==> config.mk <==
export PLATFORM = sky130hd
export DESIGN_NAME = frame_buf_arbiter
export DESIGN_NICKNAME = d
export VERILOG_FILES = /design/src/rtl/vidsys_pkg.sv /design/src/rtl/fb_bank_sel.sv /design/src/rtl/frame_buf_arbiter.sv
export SDC_FILE = /design/constraint.sdc
export NUM_CORES = 1
export LEC_CHECK = 0
export ABC_AREA = 1
export BUFFER_PORTS_ARGS = -buffer_cell sky130_fd_sc_hd__buf_2
export CORE_MARGIN = 5
export CORE_UTILIZATION = 35
export CTS_BUF_LIST = sky130_fd_sc_hd__clkbuf_4 sky130_fd_sc_hd__clkbuf_8
export DETAILED_ROUTE_END_ITERATION = 8
export SETUP_SLACK_MARGIN = 0.4
export SLEW_MARGIN = 0
export SYNTH_ARGS = -nofsm -noshare
export SYNTH_HDL_FRONTEND = slang
export SYNTH_SLANG_ARGS = --single-unit
==> constraint.sdc <==
create_clock -name clk -period 2.49 [get_ports clk]
set_clock_uncertainty 0.1 [all_clocks]
set_input_delay 0.747 -clock clk [delete_from_list [all_inputs] [get_ports clk]]
set_output_delay 0.747 -clock clk [all_outputs]
set_load 0.01 [all_outputs]
==> src/rtl/vidsys_pkg.sv <==
// vidsys_pkg: shared video-system types (frame bank ids, arbiter FSM state, default frame geometry)
package vidsys_pkg;
  typedef logic [1:0] bank_t;
  localparam bank_t BANK0 = 2'd0;
  localparam bank_t BANK1 = 2'd1;
  localparam bank_t BANK2 = 2'd2;
  typedef enum logic [1:0] {IDLE, REQ, BUSY} state_t;
  localparam int H_ACT = 320;
  localparam int V_ACT = 240;
  localparam int FRAME_WORDS_DEF = H_ACT * V_ACT;
endpackage

==> src/rtl/fb_bank_sel.sv <==
// fb_bank_sel: picks the free bank of the triple buffer and holds the last completed (full) bank
//   in:  clk, rst_n, wr_bank, rd_bank, load (latch wr_bank as the new full bank)
//   out: free_bank (bank in {0,1,2} that is neither wr_bank nor rd_bank), full_sel (full bank incl. this cycle's load)
module fb_bank_sel
  import vidsys_pkg::*;
(
  input  logic  clk,
  input  logic  rst_n,
  input  bank_t wr_bank,
  input  bank_t rd_bank,
  input  logic  load,
  output bank_t free_bank,
  output bank_t full_sel
);
  bank_t full_bank;
  assign free_bank = (wr_bank != BANK0 && rd_bank != BANK0) ? BANK0 :
                     (wr_bank != BANK1 && rd_bank != BANK1) ? BANK1 : BANK2;
  // bypass lets a reader switching in the same cycle pick up the frame just completed
  assign full_sel = load ? wr_bank : full_bank;
  always_ff @(posedge clk or negedge rst_n)
    if (!rst_n) full_bank <= BANK2;
    else        full_bank <= full_sel;
endmodule

==> src/rtl/frame_buf_arbiter.sv <==
// frame_buf_arbiter: schedules camera write / LCD read SDRAM bursts over a triple-buffered frame store
//   in:  clk, rst_n, wrfifo_usedw, rdfifo_usedw, cam_frame_start, rdfifo_clr, sd_ack, sd_done
//   out: sd_req/sd_wr/sd_addr (burst request, held until sd_ack), frame_ready, wr_overrun
module frame_buf_arbiter
  import vidsys_pkg::*;
#(
  parameter int BURST_LEN   = 8,
  parameter int FRAME_WORDS = FRAME_WORDS_DEF,
  parameter int ADDR_W      = 22,
  parameter int UW          = 9,
  parameter int RD_TH       = 256,
  parameter int RD_URG      = 64
) (
  input  logic              clk,
  input  logic              rst_n,
  input  logic [UW-1:0]     wrfifo_usedw,
  input  logic [UW-1:0]     rdfifo_usedw,
  input  logic              cam_frame_start,
  input  logic              rdfifo_clr,
  output logic              sd_req,
  output logic              sd_wr,
  output logic [ADDR_W-1:0] sd_addr,
  input  logic              sd_ack,
  input  logic              sd_done,
  output logic              frame_ready,
  output logic              wr_overrun
);
  localparam int OW = ADDR_W - 2;
  localparam logic [OW-1:0] FW_O  = OW'(FRAME_WORDS);
  localparam logic [OW-1:0] BL_O  = OW'(BURST_LEN);
  localparam logic [UW-1:0] BL_U  = UW'(BURST_LEN);
  localparam logic [UW-1:0] TH_U  = UW'(RD_TH);
  localparam logic [UW-1:0] URG_U = UW'(RD_URG);

  state_t        state, state_nxt;
  bank_t         wr_bank, rd_bank, free_bank, full_sel;
  logic [OW-1:0] wr_off, rd_off;
  logic          last_wr, cam_pend, rd_pend, clr_q;
  logic          wr_full, wr_need, rd_need, gnt_rd, gnt_wr, grant, cam_go, rd_go, done_evt, frame_done;

  assign wr_full    = wr_off == FW_O;
  assign wr_need    = wrfifo_usedw >= BL_U && wr_off < FW_O;
  assign rd_need    = frame_ready && !rdfifo_clr && rdfifo_usedw <= TH_U && rd_off < FW_O;
  // frame switches wait for any burst of the same direction to finish
  assign cam_go     = (cam_frame_start || cam_pend) && !(state != IDLE && sd_wr);
  assign rd_go      = ((rdfifo_clr && !clr_q) || rd_pend) && !(state != IDLE && !sd_wr);
  assign frame_done = cam_go && wr_full;
  assign gnt_rd     = rd_need && (rdfifo_usedw < URG_U || !wr_need || last_wr);
  assign gnt_wr     = wr_need && !gnt_rd;
  // no grant while a bank/offset switch lands, so the issued address always matches the counter it advances
  assign grant      = state == IDLE && !cam_go && !rd_go && (gnt_rd || gnt_wr);
  assign done_evt   = (state == REQ && sd_ack && sd_done) || (state == BUSY && sd_done);

  fb_bank_sel u_bank_sel (
    .clk      (clk),
    .rst_n    (rst_n),
    .wr_bank  (wr_bank),
    .rd_bank  (rd_bank),
    .load     (frame_done),
    .free_bank(free_bank),
    .full_sel (full_sel)
  );

  always_ff @(posedge clk or negedge rst_n)
    if (!rst_n) state <= IDLE;
    else        state <= state_nxt;

  always_comb
    state_nxt = state == IDLE ? (grant ? REQ : IDLE) :
                state == REQ  ? (sd_ack ? (sd_done ? IDLE : BUSY) : REQ) :
                                (sd_done ? IDLE : BUSY);

  always_comb sd_req = state == REQ;

  always_ff @(posedge clk or negedge rst_n)
    if (!rst_n) begin
      sd_wr       <= 1'b0;
      sd_addr     <= '0;
      frame_ready <= 1'b0;
      wr_overrun  <= 1'b0;
      wr_bank     <= BANK0;
      rd_bank     <= BANK2;
      wr_off      <= '0;
      rd_off      <= '0;
      last_wr     <= 1'b0;
      cam_pend    <= 1'b0;
      rd_pend     <= 1'b0;
      clr_q       <= 1'b0;
    end else begin
      clr_q    <= rdfifo_clr;
      cam_pend <= (cam_frame_start || cam_pend) && !cam_go;
      rd_pend  <= ((rdfifo_clr && !clr_q) || rd_pend) && !rd_go;
      if (grant) begin
        sd_wr   <= gnt_wr;
        sd_addr <= gnt_wr ? {wr_bank, wr_off} : {rd_bank, rd_off};
        last_wr <= gnt_wr;
      end
      if (done_evt && sd_wr) wr_off <= wr_off + BL_O;
      if (done_evt && !sd_wr) rd_off <= rd_off + BL_O;
      if (cam_go) begin
        wr_off     <= '0;
        wr_overrun <= 1'b0;
      end else if (wr_full && wrfifo_usedw >= BL_U) wr_overrun <= 1'b1;
      if (frame_done) begin
        frame_ready <= 1'b1;
        wr_bank     <= free_bank;
      end
      if (rd_go) begin
        rd_off  <= '0;
        rd_bank <= full_sel;
      end
    end
endmodule

==> results.txt, run 1 <==
status: completed
Critical Path AT: 1.09 ns
Layout area overhead: 17.8%
CP cell instances: buf_2
initial antenna violation count: 0
DRC: 0
layout net count: 585
Fill cells: 1,127
r2r setup slk: 0.62 ns
Tmin final: 1.94 ns
footprint of the multi-input gates: 1760 um^2
sequential share of the synthesized area: 44.5%
TritonCTS clock tree: built
Mapped Cells: 505
DIE HEIGHT: 114 um
Register Area: 1680 um^2
largest net degree at the start of global routing: 26
WL/cell: 13.8 um
Syn. warnings: 0
vias in the first global route: 3,477
post-route setup slack: 0.553 ns
worst skew pair latency: 0.34 ns
first-pass GRT wire length: 16.4 mm
commonest cells after routing, fill and taps aside: nand2_1 (128), nand3_1 (66), dfrtp_1 (65)
final setup vio count: 0
Rel. slew slack: 58.7%
fin. max-slew vios: 0
drt via density: 5.01
drt first pass iters: 6
Data required, critical path: 1.64 ns
gpl congestion: 0.886
commonest non-fill, non-tap cell in the layout: nand2_1
Inserted Diodes: 0
FMAX: 0.516 GHz
CP max FO: 7
initial core utilization: 35.3%
TritonCTS Buffers: 9
Setup crit end kind: primary output
syn_area_per_cell: 7.47 um^2
RR Endpoint: wr_off[12]
gr ovfl total: 0
clk slew on worst S/H paths: 0.08 ns
H-Tree Depth: 3
post-CTS sizing: 0
R2R depth: 8
slew of the pin with the lowest slew margin: 0.620 ns
DR vias: 3,530
final period utilization: 77.8%
DP HPWL: 7.34 mm
Root Buffer: clkbuf_8
Total GRT Usage: 15.6%
clk buf depth: 2
unrepaired setup endpoints after global routing: no
hold slack: 0.316 ns
Pwr per Cell Area: 843 nW/um^2
drt initial violations: 208
Place WS: 0.248 ns
Antenna Nets Post-Route: 0
IO buf count: 43
kind of critical path: reg2out
CP top delay family: flip-flops
max-cap viol count: 0
slowest stage cell on the critical path: dfrtp_1
Die W: 114 um
WP buf/inv: 1
Max VDD drop: 0.399 mV
TNS Setup: 0 ns
Max stage delay on crit path: 0.55 ns
post-synthesis cell type count: 39
Final Hold Viols: 0
placement row count: 38
WP depth: 1
Reg-to-Reg Start: state[0]
Lkg Pwr: 0.00223 uW
die area: 13,000 um^2
Placeable Area: 10,700 um^2
share of cells above drive strength 1: 17.2%
Top Ports: 50
Cell Area, Synth: 3770 um^2
HP Class: in2async
CP Launch Type: flip-flop
Sink Count: 67
#FFs+latches synth: 67
routed wire length: 9.72 mm
-- cell families (layout without fill, tap and decap cells) --
kind of cell,Yosys count,after routing,synth area share [%]
compound gates,51,51,7.69
xor+xnor,6,6,1.39
fa+ha+maj,2,2,0.663
buf+inv,82,139,9.15
flops,67,67,44.5
other cells,1,3,0.0994
simple gates,296,296,36.5
-- how the worst max path moves through the flow --
stage,from,endpoint
after global routing,state[0],wr_off[12]
after floorplan,rdfifo_usedw[7],sd_addr[5]
after CTS,state[1],sd_req
final,last_wr,sd_wr
after detailed placement,sd_ack,wr_off[13]
after global placement,sd_ack,wr_off[13]
-- what timing repair did --
action                                  in CTS  in global routing
buffers inserted                             0                  4
endpoints found under the setup margin       0                  2
hold buffers                                 0                  0
-- synthesized netlist by cell type --
cell type | instances | area, um^2
dfrtp_1 | 65 | 1630
nor4_1 | 1 | 6.26
o31ai_1 | 2 | 15.0
clkbuf_2 | 1 | 5.00
inv_1 | 60 | 225
or2_2 | 1 | 6.26
o21ai_2 | 1 | 8.76
ha_1 | 2 | 25.0
nand2_1 | 128 | 480
buf_6 | 2 | 22.5
dfstp_2 | 2 | 52.6
clkinv_1 | 1 | 3.75
o21ai_1 | 1 | 5.00
nor2_2 | 2 | 12.5
nor3_2 | 2 | 20.0
nor3_1 | 17 | 85.1
o21ai_0 | 27 | 135
a21oi_1 | 15 | 75.1
nand4_4 | 2 | 42.5
buf_4 | 3 | 22.5
a21oi_4 | 2 | 32.5
and2_1 | 2 | 12.5
buf_2 | 6 | 30.0
nor3b_1 | 1 | 7.51
xor2_1 | 6 | 52.6
conb_1 | 1 | 3.75
nand2_4 | 1 | 11.3
inv_2 | 6 | 22.5
nor2_1 | 44 | 165
nor2_4 | 2 | 22.5
clkbuf_1 | 2 | 7.51
nand3_2 | 1 | 10.0
and3_1 | 1 | 6.26
nand3_1 | 66 | 330
nand2_2 | 3 | 18.8
o22ai_1 | 3 | 18.8
inv_4 | 1 | 6.26
nand4_1 | 21 | 131
nand3b_1 | 1 | 7.51
-- area by class of cell --
type                    count  area share (%)
repair buffers             55            7.43
clock buffers               9            2.79
clock inverters             7            2.79
multi-input cells         358            39.5
inverters                  68            5.80
flip-flops and latches     67            37.8
well taps                 140            3.94
-- stage by stage --
step | utilization, % | total power, uW | area, um^2 | std cells
5_1_grt | 41.6 | 4000 | 4450 | 704
3_3_place_gp | 39.0 | 2560 | 4170 | 684
3_5_place_dp | 39.0 | 2590 | 4170 | 684
6_report | 41.6 | 3750 | 4450 | 704
4_1_cts | 41.3 | 3740 | 4420 | 700
2_1_floorplan | - | 2160 | 3780 | 507
-- where the power goes --
part	total, uW	leakage, uW	internal (uW)	switching, uW
Clock	1140	0.000120	674	470
Combinational	1160	0.00121	395	767
Sequential	1440	0.000898	1280	157
-- registers in the layout, summed over array words and instances (netlist names) --
name / cells
sd_addr: 19
rd_off: 17
wr_off: 17
rd_bank: 2
state: 2
u_bank_sel.full_bank: 2
wr_bank: 2
cam_pend: 1
clr_q: 1
frame_ready: 1
last_wr: 1
rd_pend: 1
wr_overrun: 1
-- worst reg2reg max path: stages, from the launching register on --
cell     delay, ns
dfrtp_1       0.42
nor2_4        0.20
inv_2         0.09
a21oi_4       0.26
inv_2         0.17
nand2_2       0.21
nand2_1       0.10
o21ai_0       0.15
a21oi_1       0.06
-- routing by layer --
metal	global-route usage, %	vias to the layer above	share of wire [%]	wire length [um]
li1	-	1752	-	-
met1	20.1	1658	45	4370
met2	25.2	97	47	4590
met3	3.34	23	5.3	518
met4	6.81	0	2.5	247
met5	0	-	0	0
No activity file was read; power rests on OpenSTA's default activity.
==> run 2: changes to the inputs <==
Clock period 2.49 ns to 1.9 ns, I/O delays scaled along.
==> run 2 against run 1 <==
Clock power up 34%. Final cell count increased by 12%. Via count up 18%. Flip-flop and latch count did not move. Total power up 83%. Die area stayed put.
==> results.txt, run 2 (synthesis gave the netlist of run 1 again) <==
post-layout util: 59.0%
DIE HEIGHT: 114 um
Biggest register: sd_addr
slew of the pin with the lowest slew margin: 0.544 ns
Max VDD drop: 1.03 mV
share of cells above drive strength 1: 53.6%
Data required, critical path: 2.02 ns
fin. max-slew vios: 0
Inst Count DP: 711
HP Class: in2async
clk slew on worst S/H paths: 0.08 ns
TritonCTS Buffers: 9
H-Tree Depth: 3
Layout Cells excl Fill: 785
final period utilization: 94.0%
Inserted Diodes: 0
kind of critical path: reg2reg
Sink Count: 67
Critical Path AT: 1.90 ns
TNS Setup: 0 ns
Antenna Nets Post-Route: 0
WP buf/inv: 1
largest net degree at the start of global routing: 26
Largest register FFs: 19
first-pass GRT wire length: 19.0 mm
Setup crit end kind: flip-flop
slowest stage cell on the critical path: dfrtp_2
Pwr per Cell Area: 1080 nW/um^2
Layout area overhead: 67.3%
initial core utilization: 35.3%
gpl congestion: 0.914
CP cell instances: o21ai_4 -> nand4_1 -> buf_6 -> nor4_1 -> nor3_2
CP Launch Type: flip-flop
drt via density: 5.32
Placeable Area: 10,700 um^2
Largest regs: sd_addr (19), rd_off (17), wr_off (17)
WL/cell: 17.3 um
CP top delay family: simple AND/OR/NAND/NOR gates
IO buf count: 43
Total GRT Usage: 18.1%
Top Ports: 50
Die W: 114 um
Root Buffer: clkbuf_8
unrepaired setup endpoints after global routing: yes
Max stage delay on crit path: 0.45 ns
DP HPWL: 7.77 mm
routed wire length: 13.6 mm
clk buf depth: 2
max-cap viol count: 0
final setup vio count: 0
gr ovfl total: 0
drt initial violations: 332
Tmin final: 1.79 ns
vias in the first global route: 3,909
TritonCTS clock tree: built
commonest cells after routing, fill and taps aside: nand2_1 (92), dfrtp_1 (49), inv_1 (45), buf_4 (45)
status: completed
Final Hold Viols: 0
placement row count: 38
die area: 13,000 um^2
layout net count: 666
worst skew pair latency: 0.37 ns
Rel. slew slack: 63.4%
commonest non-fill, non-tap cell in the layout: nand2_1
DR vias: 4,173
FMAX: 0.560 GHz
DRC: 0
initial antenna violation count: 0
drt first pass iters: 6
Tot Pwr: 6850 uW
Lkg Pwr: 0.00305 uW
CP max FO: 5
## run 2: cell count changes in the layout (fill, tap and decap cells not counted), moves of 15 or more
cell / previous run / this run
buf_4: 10 / 45
buf_6: 0 / 37
dfrtp_1: 65 / 49
dfrtp_2: 0 / 16
inv_1: 60 / 45
nand2_1: 128 / 92
nand2_2: 3 / 28
nand3_1: 66 / 22
nand3_2: 1 / 33
o21ai_0: 27 / 2
## run 2: repair_timing
action | CTS | global route
gates cloned | 2 | 4
pin swaps | 37 | 85
resized for setup | 104 | 168
setup endpoints to repair | 86 | 86
hold buffers | 0 | 0
buffers inserted | 32 | 20
## run 2: worst paths after layout
path | startpoint | end | slack [ns] | depth (start not counted)
hold / removal | rst_n | wr_off[19] | 0.07 | 1
setup reg to reg | state[1] | rd_off[8] | 0.11 | 5
min in group clk | rdfifo_clr | clr_q | 0.22 | 1
setup / recovery | state[1] | rd_off[8] | 0.11 | 5
max in group asynchronous | rst_n | wr_off[11] | 1.09 | 2
hold reg to reg | sd_addr[15] | sd_addr[15] | 0.38 | 2
## run 2: final cells by class
type                    instances  area, um^2
inverters                      68         313
clock buffers                  10         138
well taps                     140         175
fillers                       872        4390
repair buffers                134        1260
clock inverters                 6         113
multi-input cells             360        2620
flip-flops and latches         67        1700
## run 2: worst register-to-register path: cells and delay by family (launching register included)
family / cells / cell delay (ns)
flops: 1 / 0.45
compound gates: 1 / 0.18
simple gates: 3 / 0.72
buf+inv: 1 / 0.20
## run 2: power breakdown
part	switching, uW	leakage (uW)	internal [uW]	total, uW
Sequential	227	0.000875	1690	1920
Combinational	1800	0.00205	1590	3390
Clock	625	0.000126	910	1530
Total	2650	0.00305	4200	6850
## run 2: metal layers
metal | vias to the layer above | GRT usage (%) | routed length (um) | share of wire [%]
li1 | 1924 | - | - | -
met1 | 2012 | 24.7 | 5430 | 40
met2 | 187 | 29.5 | 6790 | 50
met3 | 50 | 2.76 | 875 | 6.5
met4 | 0 | 6.18 | 456 | 3.4
met5 | - | 0 | 0 | 0
## run 2: through the flow
stage	area (um^2)	setup WS [ns]	hold WS [ns]
2_1_floorplan	3870	0.162	0.174
3_3_place_gp	4480	-0.00169	0.356
3_5_place_dp	4480	-0.0185	0.363
4_1_cts	5410	0.189	0.0879
5_1_grt	6310	0.0685	0.111
6_report	6310	0.114	0.0707
==> run 3: changes to the inputs <==
Clock period 1.9 ns to 1.6 ns, I/O delays scaled along.
==> run 3 against run 2 <==
The run now ends with negative hold slack, negative setup slack left. Critical path depth rose by 1. Clock power fell by 10%. Wire length fell by 7.5%. Final cell count is 3.6% higher. Fmax rose by 5.9%. Worst hold slack worse by 0.079 ns. Sequential share of layout area grew 0.69 points. Combinational power increased by 17%. Die area stayed put. Global-route usage up 0.97 points.
==> results.txt, run 3 (synthesis gave the netlist of run 1 again) <==
status: complete, but fails checks
failing checks: negative hold slack, negative setup slack
clk slew on worst S/H paths: 0.08 ns
FMAX: 0.593 GHz
max-cap viol count: 0
routed wire length: 12.5 mm
r2r setup slk: -0.09 ns
Pwr per Cell Area: 1240 nW/um^2
initial antenna violation count: 0
final instance area: 6110 um^2
CP cell instances: ha_2 -> nand3_2 -> nor2_2 -> nand3_1 -> xor2_1 -> o31ai_2
commonest non-fill, non-tap cell in the layout: nand2_1
Placed Area: 4870 um^2
DRC: 0
footprint of the multi-input gates: 2340 um^2
Largest regs: sd_addr (19), rd_off (17), wr_off (17)
worst skew pair latency: 0.37 ns
GRT met2 Usage: 32.4%
Die W: 114 um
DP HPWL: 8.50 mm
share of cells above drive strength 1: 47.8%
IO buf count: 43
Antenna Nets Post-Route: 0
Data required, critical path: 1.78 ns
Register Area: 1690 um^2
initial core utilization: 35.3%
WP buf/inv: 0
unrepaired setup endpoints after global routing: yes
Inserted Diodes: 0
clk buf depth: 2
slowest stage cell on the critical path: dfrtp_1
Fill cells: 943
grt met3 use: 3.77%
final period utilization: 105%
final setup vio count: 31
gr ovfl total: 0
placement row count: 38
GRT Max-Usage Layer: met2
Root Buffer: clkbuf_8
die area: 13,000 um^2
HP Class: in2async
Top Ports: 50
drt via density: 5.01
R2R depth: 6
DIE HEIGHT: 114 um
Max stage delay on crit path: 0.38 ns
drt initial violations: 296
CP top delay family: simple AND/OR/NAND/NOR gates
first-pass GRT wire length: 19.6 mm
Layout area overhead: 62.0%
Critical Path AT: 1.86 ns
H-Tree Depth: 3
largest net degree at the start of global routing: 48
vias in the first global route: 4,079
CP max FO: 3
post-route setup slack: -0.0875 ns
Max VDD drop: 0.751 mV
hold slack: -0.00813 ns
fin. max-slew vios: 0
Layout Cells excl Fill: 813
Lkg Pwr: 0.00300 uW
Setup crit end kind: flip-flop
gpl congestion: 0.884
RR Endpoint: wr_off[17]
WL/cell: 15.4 um
Inst Count DP: 759
TritonCTS Buffers: 9
TritonCTS clock tree: built
grt met1 use: 24.0%
kind of critical path: reg2reg
Largest register FFs: 19
Final Hold Viols: 4
Biggest register: sd_addr
Tmin final: 1.69 ns
Total GRT Usage: 19.1%
DR vias: 4,076
Reg-to-Reg Start: wr_off[4]
commonest cells after routing, fill and taps aside: nand2_1 (110), buf_4 (83), dfrtp_1 (59)
layout net count: 694
Placeable Area: 10,700 um^2
Sink Count: 67
drt first pass iters: 5
CP Launch Type: flip-flop
run 3: cell types whose count changed in the layout (fill, tap and decap cells not counted), moves of 4 or more:
cell | previous run | this run
dfrtp_2 | 16 | 6
nand2_1 | 92 | 110
nand2_2 | 28 | 17
nand2_4 | 10 | 3
nand3_2 | 33 | 22
dfrtp_1 | 49 | 59
nand3_4 | 12 | 8
inv_1 | 45 | 51
inv_2 | 14 | 9
nand3_1 | 22 | 37
buf_2 | 37 | 33
buf_12 | 10 | 6
buf_4 | 45 | 83
run 3: worst max-delay path by stage:
stage                    startpoint           to  slack, ns  depth (start not counted)
floorplan           rdfifo_usedw[7]  sd_addr[10]      -0.05                          8
global placement             sd_ack    rd_off[7]      -0.21                          8
detailed placement           sd_ack    rd_off[7]      -0.27                          8
CTS                        state[0]       sd_req      -0.07                          3
global route               state[0]   rd_bank[0]      -0.16                          8
finish                    wr_off[4]   wr_off[17]      -0.09                          6
run 3: repair_timing:
action / 4_1_cts / 5_1_grt
pin swaps: 38 / 33
cloned: 2 / 1
hold buffers: 0 / 0
buffers inserted: 22 / 13
setup endpoints to repair: 86 / 88
gates resized for setup: 113 / 64
run 3: cell type report:
type | instances | share of cell area [%]
Clock inverter | 2 | 0.164
Multi-Input combinational cell | 358 | 38.3
Inverter | 68 | 4.83
Sequential cell | 67 | 27.6
Clock buffer | 14 | 2.85
Timing Repair Buffer | 164 | 23.4
Tap cell | 140 | 2.87
run 3: per-layer routing:
layer / vias to the layer above / share of wire [%]
li1: 1973 / -
met1: 1968 / 42
met2: 107 / 50
met3: 28 / 5.7
met4: 0 / 2.1
met5: - / 0
run 3: report_power, final:
group          internal (uW)  switching (uW)
registers               2000             243
logic                   1980            2000
clock network            696             671
total                   4680            2910
run 3: per-stage QoR:
| stage | hold WS, ns | util (%) | total power, uW | setup TNS (ns) | setup WS (ns) |
|---|---|---|---|---|---|
| after floorplan | 0.0844 | - | 3560 | -0.445 | -0.0484 |
| after global placement | 0.361 | 45.6 | 4700 | -7.84 | -0.214 |
| after detailed placement | 0.367 | 45.6 | 4750 | -9.16 | -0.266 |
| after CTS | 0.0213 | 53.3 | 7120 | -0.576 | -0.0727 |
| after global routing | 0.0379 | 57.1 | 8040 | -5.05 | -0.155 |
| final | -0.00813 | 57.1 | 7600 | -1.03 | -0.0875 |
